## src/rtl/alu_pkg.sv

```systemverilog
// -----------------------------------------------------------------------------
// alu_pkg
// Shared definitions for the ARM-subset ALU decoder and condition logic.
//   - ALU_*   : ALUControl operation codes (3-bit core encoding)
//   - CMD_*   : Funct_cmd (instr[24:21]) encodings that the decoder recognises
//   - COND_*  : condition field (instr[31:28]) encodings
//   - FLAG_*  : bit positions of N, Z, C and V inside a 4-bit NZCV vector
//   - FLAGW_* : bit positions inside the 2-bit FlagW write-enable vector
//   - dec_t   : bundle of decoded control fields
//   - decode_op() : ALUOp/Funct_cmd/Funct_s -> dec_t
// -----------------------------------------------------------------------------
package alu_pkg;

  localparam logic [2:0] ALU_ADD = 3'b000;
  localparam logic [2:0] ALU_SUB = 3'b001;
  localparam logic [2:0] ALU_AND = 3'b010;
  localparam logic [2:0] ALU_ORR = 3'b011;
  localparam logic [2:0] ALU_EOR = 3'b100;
  localparam logic [2:0] ALU_MOV = 3'b101;

  localparam logic [3:0] CMD_AND = 4'b0000;
  localparam logic [3:0] CMD_EOR = 4'b0001;
  localparam logic [3:0] CMD_SUB = 4'b0010;
  localparam logic [3:0] CMD_ADD = 4'b0100;
  localparam logic [3:0] CMD_TST = 4'b1000;
  localparam logic [3:0] CMD_CMP = 4'b1010;
  localparam logic [3:0] CMD_ORR = 4'b1100;
  localparam logic [3:0] CMD_MOV = 4'b1101;

  localparam logic [3:0] COND_EQ = 4'b0000;
  localparam logic [3:0] COND_NE = 4'b0001;
  localparam logic [3:0] COND_CS = 4'b0010;
  localparam logic [3:0] COND_CC = 4'b0011;
  localparam logic [3:0] COND_MI = 4'b0100;
  localparam logic [3:0] COND_PL = 4'b0101;
  localparam logic [3:0] COND_VS = 4'b0110;
  localparam logic [3:0] COND_VC = 4'b0111;
  localparam logic [3:0] COND_HI = 4'b1000;
  localparam logic [3:0] COND_LS = 4'b1001;
  localparam logic [3:0] COND_GE = 4'b1010;
  localparam logic [3:0] COND_LT = 4'b1011;
  localparam logic [3:0] COND_GT = 4'b1100;
  localparam logic [3:0] COND_LE = 4'b1101;
  localparam logic [3:0] COND_AL = 4'b1110;
  localparam logic [3:0] COND_NV = 4'b1111;

  localparam int FLAG_N = 3;
  localparam int FLAG_Z = 2;
  localparam int FLAG_C = 1;
  localparam int FLAG_V = 0;

  localparam int FLAGW_NZ = 1;
  localparam int FLAGW_CV = 0;

  typedef struct packed {
    logic [2:0] alu_ctrl;
    logic [1:0] flag_w;
    logic       no_write;
    logic       illegal;
  } dec_t;

  // Address adds (alu_op = 0) decode to a plain ADD with no side effects.
  // Unknown data-processing codes suppress both the register and flag writes.
  function automatic dec_t decode_op(input logic       alu_op,
                                     input logic [3:0] cmd,
                                     input logic       s);
    dec_t d;
    d = '0;
    if (alu_op) begin
      case (cmd)
        CMD_ADD: begin d.alu_ctrl = ALU_ADD; d.flag_w = s ? 2'b11 : 2'b00; end
        CMD_SUB: begin d.alu_ctrl = ALU_SUB; d.flag_w = s ? 2'b11 : 2'b00; end
        CMD_AND: begin d.alu_ctrl = ALU_AND; d.flag_w = s ? 2'b10 : 2'b00; end
        CMD_ORR: begin d.alu_ctrl = ALU_ORR; d.flag_w = s ? 2'b10 : 2'b00; end
        CMD_EOR: begin d.alu_ctrl = ALU_EOR; d.flag_w = s ? 2'b10 : 2'b00; end
        CMD_MOV: begin d.alu_ctrl = ALU_MOV; d.flag_w = s ? 2'b10 : 2'b00; end
        CMD_CMP: begin d.alu_ctrl = ALU_SUB; d.flag_w = 2'b11; d.no_write = 1'b1; end
        CMD_TST: begin d.alu_ctrl = ALU_AND; d.flag_w = 2'b10; d.no_write = 1'b1; end
        default: begin d.no_write = 1'b1; d.illegal = 1'b1; end
      endcase
    end
    return d;
  endfunction

endpackage

```

## src/rtl/cond_check.sv

```systemverilog
// -----------------------------------------------------------------------------
// cond_check
// Combinational ARM condition evaluator: does condition code i_cond pass
// against the NZCV vector i_flags? Shared with the branch unit.
//   i_cond  [3:0] : condition field
//   i_flags [3:0] : NZCV flags
//   o_pass        : 1 when the condition is satisfied (1111 never passes)
// -----------------------------------------------------------------------------
module cond_check
  import alu_pkg::*;
(
  input  logic [3:0] i_cond,
  input  logic [3:0] i_flags,
  output logic       o_pass
);

  logic w_n, w_z, w_c, w_v;

  assign w_n = i_flags[FLAG_N];
  assign w_z = i_flags[FLAG_Z];
  assign w_c = i_flags[FLAG_C];
  assign w_v = i_flags[FLAG_V];

  always_comb begin
    // NOTE: default assignment first so every path drives o_pass; without it
    // an uncovered case item would infer a latch.
    o_pass = 1'b0;
    case (i_cond)
      COND_EQ: o_pass = w_z;
      COND_NE: o_pass = ~w_z;
      COND_CS: o_pass = w_c;
      COND_CC: o_pass = ~w_c;
      COND_MI: o_pass = w_n;
      COND_PL: o_pass = ~w_n;
      COND_VS: o_pass = w_v;
      COND_VC: o_pass = ~w_v;
      COND_HI: o_pass = w_c & ~w_z;
      COND_LS: o_pass = ~w_c | w_z;
      COND_GE: o_pass = (w_n == w_v);
      COND_LT: o_pass = (w_n != w_v);
      COND_GT: o_pass = ~w_z & (w_n == w_v);
      COND_LE: o_pass = w_z | (w_n != w_v);
      COND_AL: o_pass = 1'b1;
      COND_NV: o_pass = 1'b0;
    endcase
  end

endmodule

```

## src/rtl/alu_dec_cond.sv

```systemverilog
// -----------------------------------------------------------------------------
// alu_dec_cond
// ALU decoder with architectural NZCV flag register and condition evaluation.
// Decodes ALUOp/Funct_cmd/Funct_s into ALUControl, FlagW, NoWrite and Illegal,
// optionally through one output register stage (PIPE = 1), evaluates the
// output-stage condition against the current flags (CondEx) and updates the
// flags from ALUFlags when the output-stage instruction is valid, passes its
// condition, asks for the flag group and the stage is not stalled.
//
// Parameters
//   CTRL_W : ALUControl width (>= 3); bits above 2 are always zero
//   PIPE   : 0 = decode outputs combinational, 1 = registered (1-cycle latency)
// Ports
//   clk, reset       : clock, synchronous active-high reset
//   valid_in, stall  : input fields valid / hold output stage and block flag write
//   ALUOp, Funct_cmd, Funct_s, Cond : instruction fields
//   ALUFlags         : NZCV produced by the ALU for the output-stage instruction
//   valid_out, ALUControl, FlagW, NoWrite, Illegal : output-stage decode
//   CondEx           : output-stage condition passes (0 when not valid)
//   Flags            : architectural NZCV register
// -----------------------------------------------------------------------------
module alu_dec_cond
  import alu_pkg::*;
#(
  parameter int CTRL_W = 3,
  parameter bit PIPE   = 1'b1
)(
  input  logic              clk,
  input  logic              reset,
  input  logic              valid_in,
  input  logic              stall,
  input  logic              ALUOp,
  input  logic [3:0]        Funct_cmd,
  input  logic              Funct_s,
  input  logic [3:0]        Cond,
  input  logic [3:0]        ALUFlags,
  output logic              valid_out,
  output logic [CTRL_W-1:0] ALUControl,
  output logic [1:0]        FlagW,
  output logic              NoWrite,
  output logic              Illegal,
  output logic              CondEx,
  output logic [3:0]        Flags
);

  dec_t       w_dec;
  dec_t       w_out;
  logic       w_valid_out;
  logic [3:0] w_cond_out;
  logic       w_cond_pass;
  logic       w_flag_en;
  logic [3:0] r_flags;

  assign w_dec = decode_op(ALUOp, Funct_cmd, Funct_s);

  if (PIPE) begin : g_pipe
    dec_t       r_dec;
    logic       r_valid;
    logic [3:0] r_cond;

    // Decoded fields of an invalid input still register; valid_out qualifies
    // them. While stalled the whole stage, including valid, holds.
    always_ff @(posedge clk) begin
      if (reset) begin
        // NOTE: sequential state uses non-blocking assignments so every
        // register samples pre-edge values regardless of statement order.
        r_dec   <= '0;
        r_valid <= 1'b0;
        r_cond  <= '0;
      end else if (!stall) begin
        r_dec   <= w_dec;
        r_valid <= valid_in;
        r_cond  <= Cond;
      end
    end

    assign w_out       = r_dec;
    assign w_valid_out = r_valid;
    assign w_cond_out  = r_cond;
  end else begin : g_comb
    assign w_out       = w_dec;
    assign w_valid_out = valid_in;
    assign w_cond_out  = Cond;
  end

  cond_check u_cond_check (
    .i_cond  (w_cond_out),
    .i_flags (r_flags),
    .o_pass  (w_cond_pass)
  );

  // The previous instruction's flag update lands on the edge before the next
  // instruction reaches the output stage, so CondEx needs no bypass path.
  assign w_flag_en = w_valid_out & w_cond_pass & ~stall;

  always_ff @(posedge clk) begin
    if (reset) begin
      r_flags <= '0;
    end else if (w_flag_en) begin
      if (w_out.flag_w[FLAGW_NZ]) r_flags[FLAG_N:FLAG_Z] <= ALUFlags[FLAG_N:FLAG_Z];
      if (w_out.flag_w[FLAGW_CV]) r_flags[FLAG_C:FLAG_V] <= ALUFlags[FLAG_C:FLAG_V];
    end
  end

  assign valid_out  = w_valid_out;
  assign ALUControl = CTRL_W'(w_out.alu_ctrl);
  assign FlagW      = w_out.flag_w;
  assign NoWrite    = w_out.no_write;
  assign Illegal    = w_out.illegal;
  assign CondEx     = w_cond_pass & w_valid_out;
  assign Flags      = r_flags;

endmodule

```

## config.mk

```make
export PLATFORM = sky130hd
export DESIGN_NAME = alu_dec_cond
export DESIGN_NICKNAME = d
export VERILOG_FILES = /design/src/rtl/alu_pkg.sv /design/src/rtl/cond_check.sv /design/src/rtl/alu_dec_cond.sv
export SDC_FILE = /design/constraint.sdc
export NUM_CORES = 1
export LEC_CHECK = 0
export ABC_AREA = 1
export CORE_MARGIN = 1
export CORE_UTILIZATION = 64
export DETAILED_ROUTE_END_ITERATION = 16
export DONT_BUFFER_PORTS = 1
export PLACE_DENSITY_LB_ADDON = 0.3
export SYNTH_ARGS = -nofsm -noshare
export SYNTH_HDL_FRONTEND = slang
export SYNTH_SLANG_ARGS = --single-unit
```

## constraint.sdc

```tcl
create_clock -name clk -period 2.2 [get_ports clk]
set_input_delay 0.22 -clock clk [delete_from_list [all_inputs] [get_ports clk]]
set_output_delay 0.22 -clock clk [all_outputs]
set_load 0.03 [all_outputs]
```

**After elaboration in Yosys (flattened, before gate mapping)**

Cells that the tools add are included.

- Memories: 0
- Input port bits: 18
- Bits in latches: 0
- Logic and storage cells: 56
- Register bits: 16
- Memory bits (writable): 0
- Bits in read-only memories: 0
- Output and inout bits: 13

- Equality and inequality tests: 24
- Reductions and logical operators: 6
- Magnitude comparators: 0
- $add $sub $neg: 0
- Shift-type cells: 0
- $mul: 0
- Div/mod/pow operators: 0
- Bitwise logic cells: 11
- Mux-type cells: 7

Operators by type and width:

| cell | count |
|---|---|
| $eq A4 B4 Y1 const B | 12 |
| $pmux W5 S8 | 1 |
| $eq A4 B3 Y1 const B | 5 |
| $pmux W1 S16 | 1 |
| $eq A4 B2 Y1 const B | 3 |
| $eq A4 B1 Y1 const B | 2 |
| $logic_not A4 Y1 | 2 |
| $reduce_or A8 Y1 | 1 |
| $mux W7 | 1 |
| $reduce_or A6 Y1 | 1 |
| $not A1 Y1 | 5 |
| $and A1 B1 Y1 | 4 |
| $mux W2 | 2 |
| $reduce_and A2 Y1 | 2 |
| $mux W1 | 2 |
| $or A1 B1 Y1 | 2 |
| $eq A1 B1 Y1 | 1 |
| $ne A1 B1 Y1 | 1 |

**Logic depth before layout (Yosys ltp)**

- Depth in word-level cells: 6
- Depth in mapped cells: 14
- Mapped depth without buffers: 13

**Cells and area by module**

A second synthesis with hierarchy kept.

- Cells, all modules: 152
- Area total of the unflattened synthesis: 928.4 µm²

By module, submodules not included:

| module | sequential area each (µm²) | cells an instance | instances | area an instance (µm²) |
|---|---|---|---|---|
| alu_dec_cond | 320.3 | 107 | 1 | 723.2 |
| cond_check | 0.0 | 45 | 1 | 205.2 |

**Worst setup path before layout**

No wires, ideal clock.

- Kind: reg2out
- Start point: register r_flags[3], in the netlist Flags[3]
- End point: output port CondEx
- Path buffers: 0
- Arrival: 1.545 ns
- Required time: 1.980 ns
- Cell stages (with the launch flop): 9
- Slack: 0.435 ns
- Cell sequence: dfxtp_1 > nand2_1 > nand2_1 > nand3_1 > nand3_1 > nand2_1 > nand2_1 > nand2_2 > a21oi_1

- Longest elaborated chain between the ends: 4
- Elaborated cells on any way between the ends: 7
- Those cells by class: 2 x eq/ne; 1 x mux; 4 x bitwise

Ends and longest elaborated chain:

| element | line | text |
|---|---|---|
| from (decl) | alu_dec_cond.sv:52 | `logic [3:0] r_flags;` |
| from (signal, indexed assignment) | alu_dec_cond.sv:100 | `if (w_out.flag_w[FLAGW_NZ]) r_flags[FLAG_N:FLAG_Z] <= ALUFlags[FLAG_N:FLAG_Z];` |
| from (signal, indexed assignment) | alu_dec_cond.sv:101 | `if (w_out.flag_w[FLAGW_CV]) r_flags[FLAG_C:FLAG_V] <= ALUFlags[FLAG_C:FLAG_V];` |
| $ne A1 B1 Y1 / $eq A1 B1 Y1 (equally long branches) | - |  |
| $or A1 B1 Y1 / $and A1 B1 Y1 (equally long branches) | cond_check.sv:42, cond_check.sv:41 |  |
| $pmux W1 S16 * | cond_check.sv:28 | `case (i_cond)` |
| $and A1 B1 Y1 * | alu_dec_cond.sv:110 | `assign CondEx = w_cond_pass & w_valid_out;` |
| to (decl) | alu_dec_cond.sv:42 | `output logic CondEx,` |

Mark *: on every way between the ends. The rest lies on a longest branch, timed or not.

**Worst setup path in the final report**

Ends and elaborated chain as after synthesis.

==> reports/qor.yml <==
worstSetupStartpointType: "flop"
clk_path_buf_depth: 2
synth_edf_count: 0
antenna_cells: 0
path_class: "reg2out"
dieHeight_um: 39.7
crit_family: "flip-flops"
min_period_ns: 2.06
cap_viol_max_count: 0
worst-path-buf-inv: 2
hold_violations: 0
synth.yosys.seq_area_share: 0.352
netlist_area_sq_um: 911
setup_ws_ns: 0.140
via_count: 866
power.net_switching_uw: 171
place_hpwl_mm: 1.51
ys_ff_latch: 16
ant_nets: 0
cts_buffers: 3
grt_pass1_vias: 758
worst_pin_slew_ns: 0.444
drcViolationCount: 0
grt_use_total: 0.275
clock_skew_ns: 0.00267
fp.dieW_um: 39.7
drive_gt1_frac: 0.171
status: "completed"
clk_latency_ns: 0.29
combPwrFrac: 0.149
place_congestion: 0.743
crit_fanout: 4
post_cts.repair.setup_buffers: 0
io_pins: 31
intPower_uw: 396
crit_chain: "inv_2, nand2_1, nand2_1, o21ai_0, a21oi_1, nand2_1, nand2_2, a21oi_1, buf_4"
fin_crit_sh: 0.936
fin_setup_tns_ns: 0
viasPerCell: 5.59
worstHoldPathType: "in2reg"
nNetsFinal: 160
rsz0062_at_grt: "no"
synth_cells: 138
fillers: 107
cp_slowest_cell: "dfxtp_1"
cts-root-buf: "clkbuf_4"
clk_pin_slew_ns: 0.09
place_ws_ns: 0.477
max_freq_mhz: 486
antenna_found_initial: 0
critical_path_required_ns: 1.98
cts_repair_resize_count: 0
h-tree-depth: 1
layout_commonest_cell: "nand2_1"
irDropWorstVdd_v: 0.000364
grt_pass1_wl_mm: 2.90
finalWirelength_mm: 1.95
initial_utilization: 0.691
arrival_ns: 1.84
mostFrequentLayoutCells: "37 x nand2_1, 19 x nor2_1, 16 x dfxtp_1"
synth_nets: 156
wl_per_cell_um: 12.6
synth_ff_type: "dfxtp_1"
port_buffers: 0
p_leak_nw: 0.459
end_kind: "primary output"
clock-sinks: 16
yosys.cell_types.count: 23
ys_async_sr_fraction: 0
syn_avg_cell_area_sq_um: 6.60
p_clk_frac: 0.282
area_delta_synth_final_pct: 4.40
switching_share: 0.301
die_area_sq_um: 1580
p_seq_frac: 0.568
cpPeakStageDelay_ns: 0.57
slew_viol_final: 0
drt_iter0_drc: 16
slew_headroom: 0.704
grt-ovfl-total: 0
cpMostUsedCell: "nand2_1"
final-setup-viol-count: 0
yosys_warnings: 0
postLayoutCoreUtil: 0.722
cts_tree: "built"
core_sq_um: 1320
drtPass1Iterations: 4
rows: 13
power.density_nw_per_um2: 597
reg2reg_slack_ns: 0.44
grt_max_degree: 17
==> metal layers <==
| metal | vias to the layer above | GRT usage | wire [um] |
|---|---|---|---|
| li1 | 451 | - | - |
| met1 | 389 | 0.279 | 779 |
| met2 | 20 | 0.508 | 1030 |
| met3 | 6 | 0.0739 | 106 |
| met4 | 0 | 0.129 | 39 |
| met5 | - | 0 | 0 |
==> path summary, 6_finish.rpt <==
kind                                  startpoint                to  cells after the start
worst max-delay path                    Flags[3]            CondEx                      9
worst min register to register  g_pipe.r_cond[3]  g_pipe.r_cond[3]                      2
worst max register to register          Flags[3]          Flags[3]                     11
worst min-delay path                       stall  g_pipe.r_cond[2]                      1
==> final cells by class <==
type	instances	area, sq um	area share
repair buffers	2	17.5	0.0184
multi-input cells	103	504	0.530
well taps	15	18.8	0.0197
clock buffers	3	22.5	0.0237
flip-flops and latches	16	320	0.337
inverters	16	67.6	0.0711
==> power by group through the flow <==
stage | Combinational, mW | Clock, mW | Sequential [mW]
after global routing | 0.0968 | 0.165 | 0.324
after global placement | 0.0787 | 0 | 0.329
final | 0.0848 | 0.160 | 0.322
after detailed placement | 0.0815 | 0 | 0.329
after floorplan | 0.0781 | 0 | 0.324
after CTS | 0.0848 | 0.154 | 0.322
==> state kept, by name (all words and copies together) (netlist names) <==
name and count:
Flags 4, g_pipe.r_cond 4, ALUControl 3, FlagW 2, Illegal 1, NoWrite 1
valid_out 1
==> cell families after synthesis <==
logic type / after synthesis / synth area share
AOI/OAI and AO/OA: 27 / 0.170
xor gates and xnor gates: 1 / 0.0179
and+or+nand+nor: 75 / 0.365
DFF: 16 / 0.352
buffers and inverters: 19 / 0.0948
==> synthesized netlist by cell type, types with 2 or more instances <==
master / n / area share
nand4_1: 2 / 0.014
nand4_2: 2 / 0.027
nand2_1: 37 / 0.15
dfxtp_1: 16 / 0.35
nand2_2: 3 / 0.021
inv_1: 7 / 0.029
o21ai_0: 5 / 0.027
clkbuf_1: 2 / 0.0082
nor2_2: 5 / 0.034
nand3_1: 7 / 0.038
nor2_1: 19 / 0.078
o21ai_1: 3 / 0.016
inv_2: 6 / 0.025
a21oi_1: 15 / 0.082
==> per-stage QoR <==
step | std cells | power, mW | area, sq um | hold slack, ns
after floorplan | 138 | 0.402 | 911 | 0.363
after global placement | 151 | 0.407 | 918 | 0.291
after detailed placement | 151 | 0.411 | 918 | 0.292
after CTS | 155 | 0.562 | 951 | 0.00394
after global routing | 155 | 0.586 | 951 | 0.000438
final | 155 | 0.567 | 951 | 0.000377
==> timing repair <==
item                                    CTS  global route
hold endpoints to repair                  7             0
hold buffers                              1             0
endpoints found under the setup margin    0             0
(Power assumes the default switching activity.)
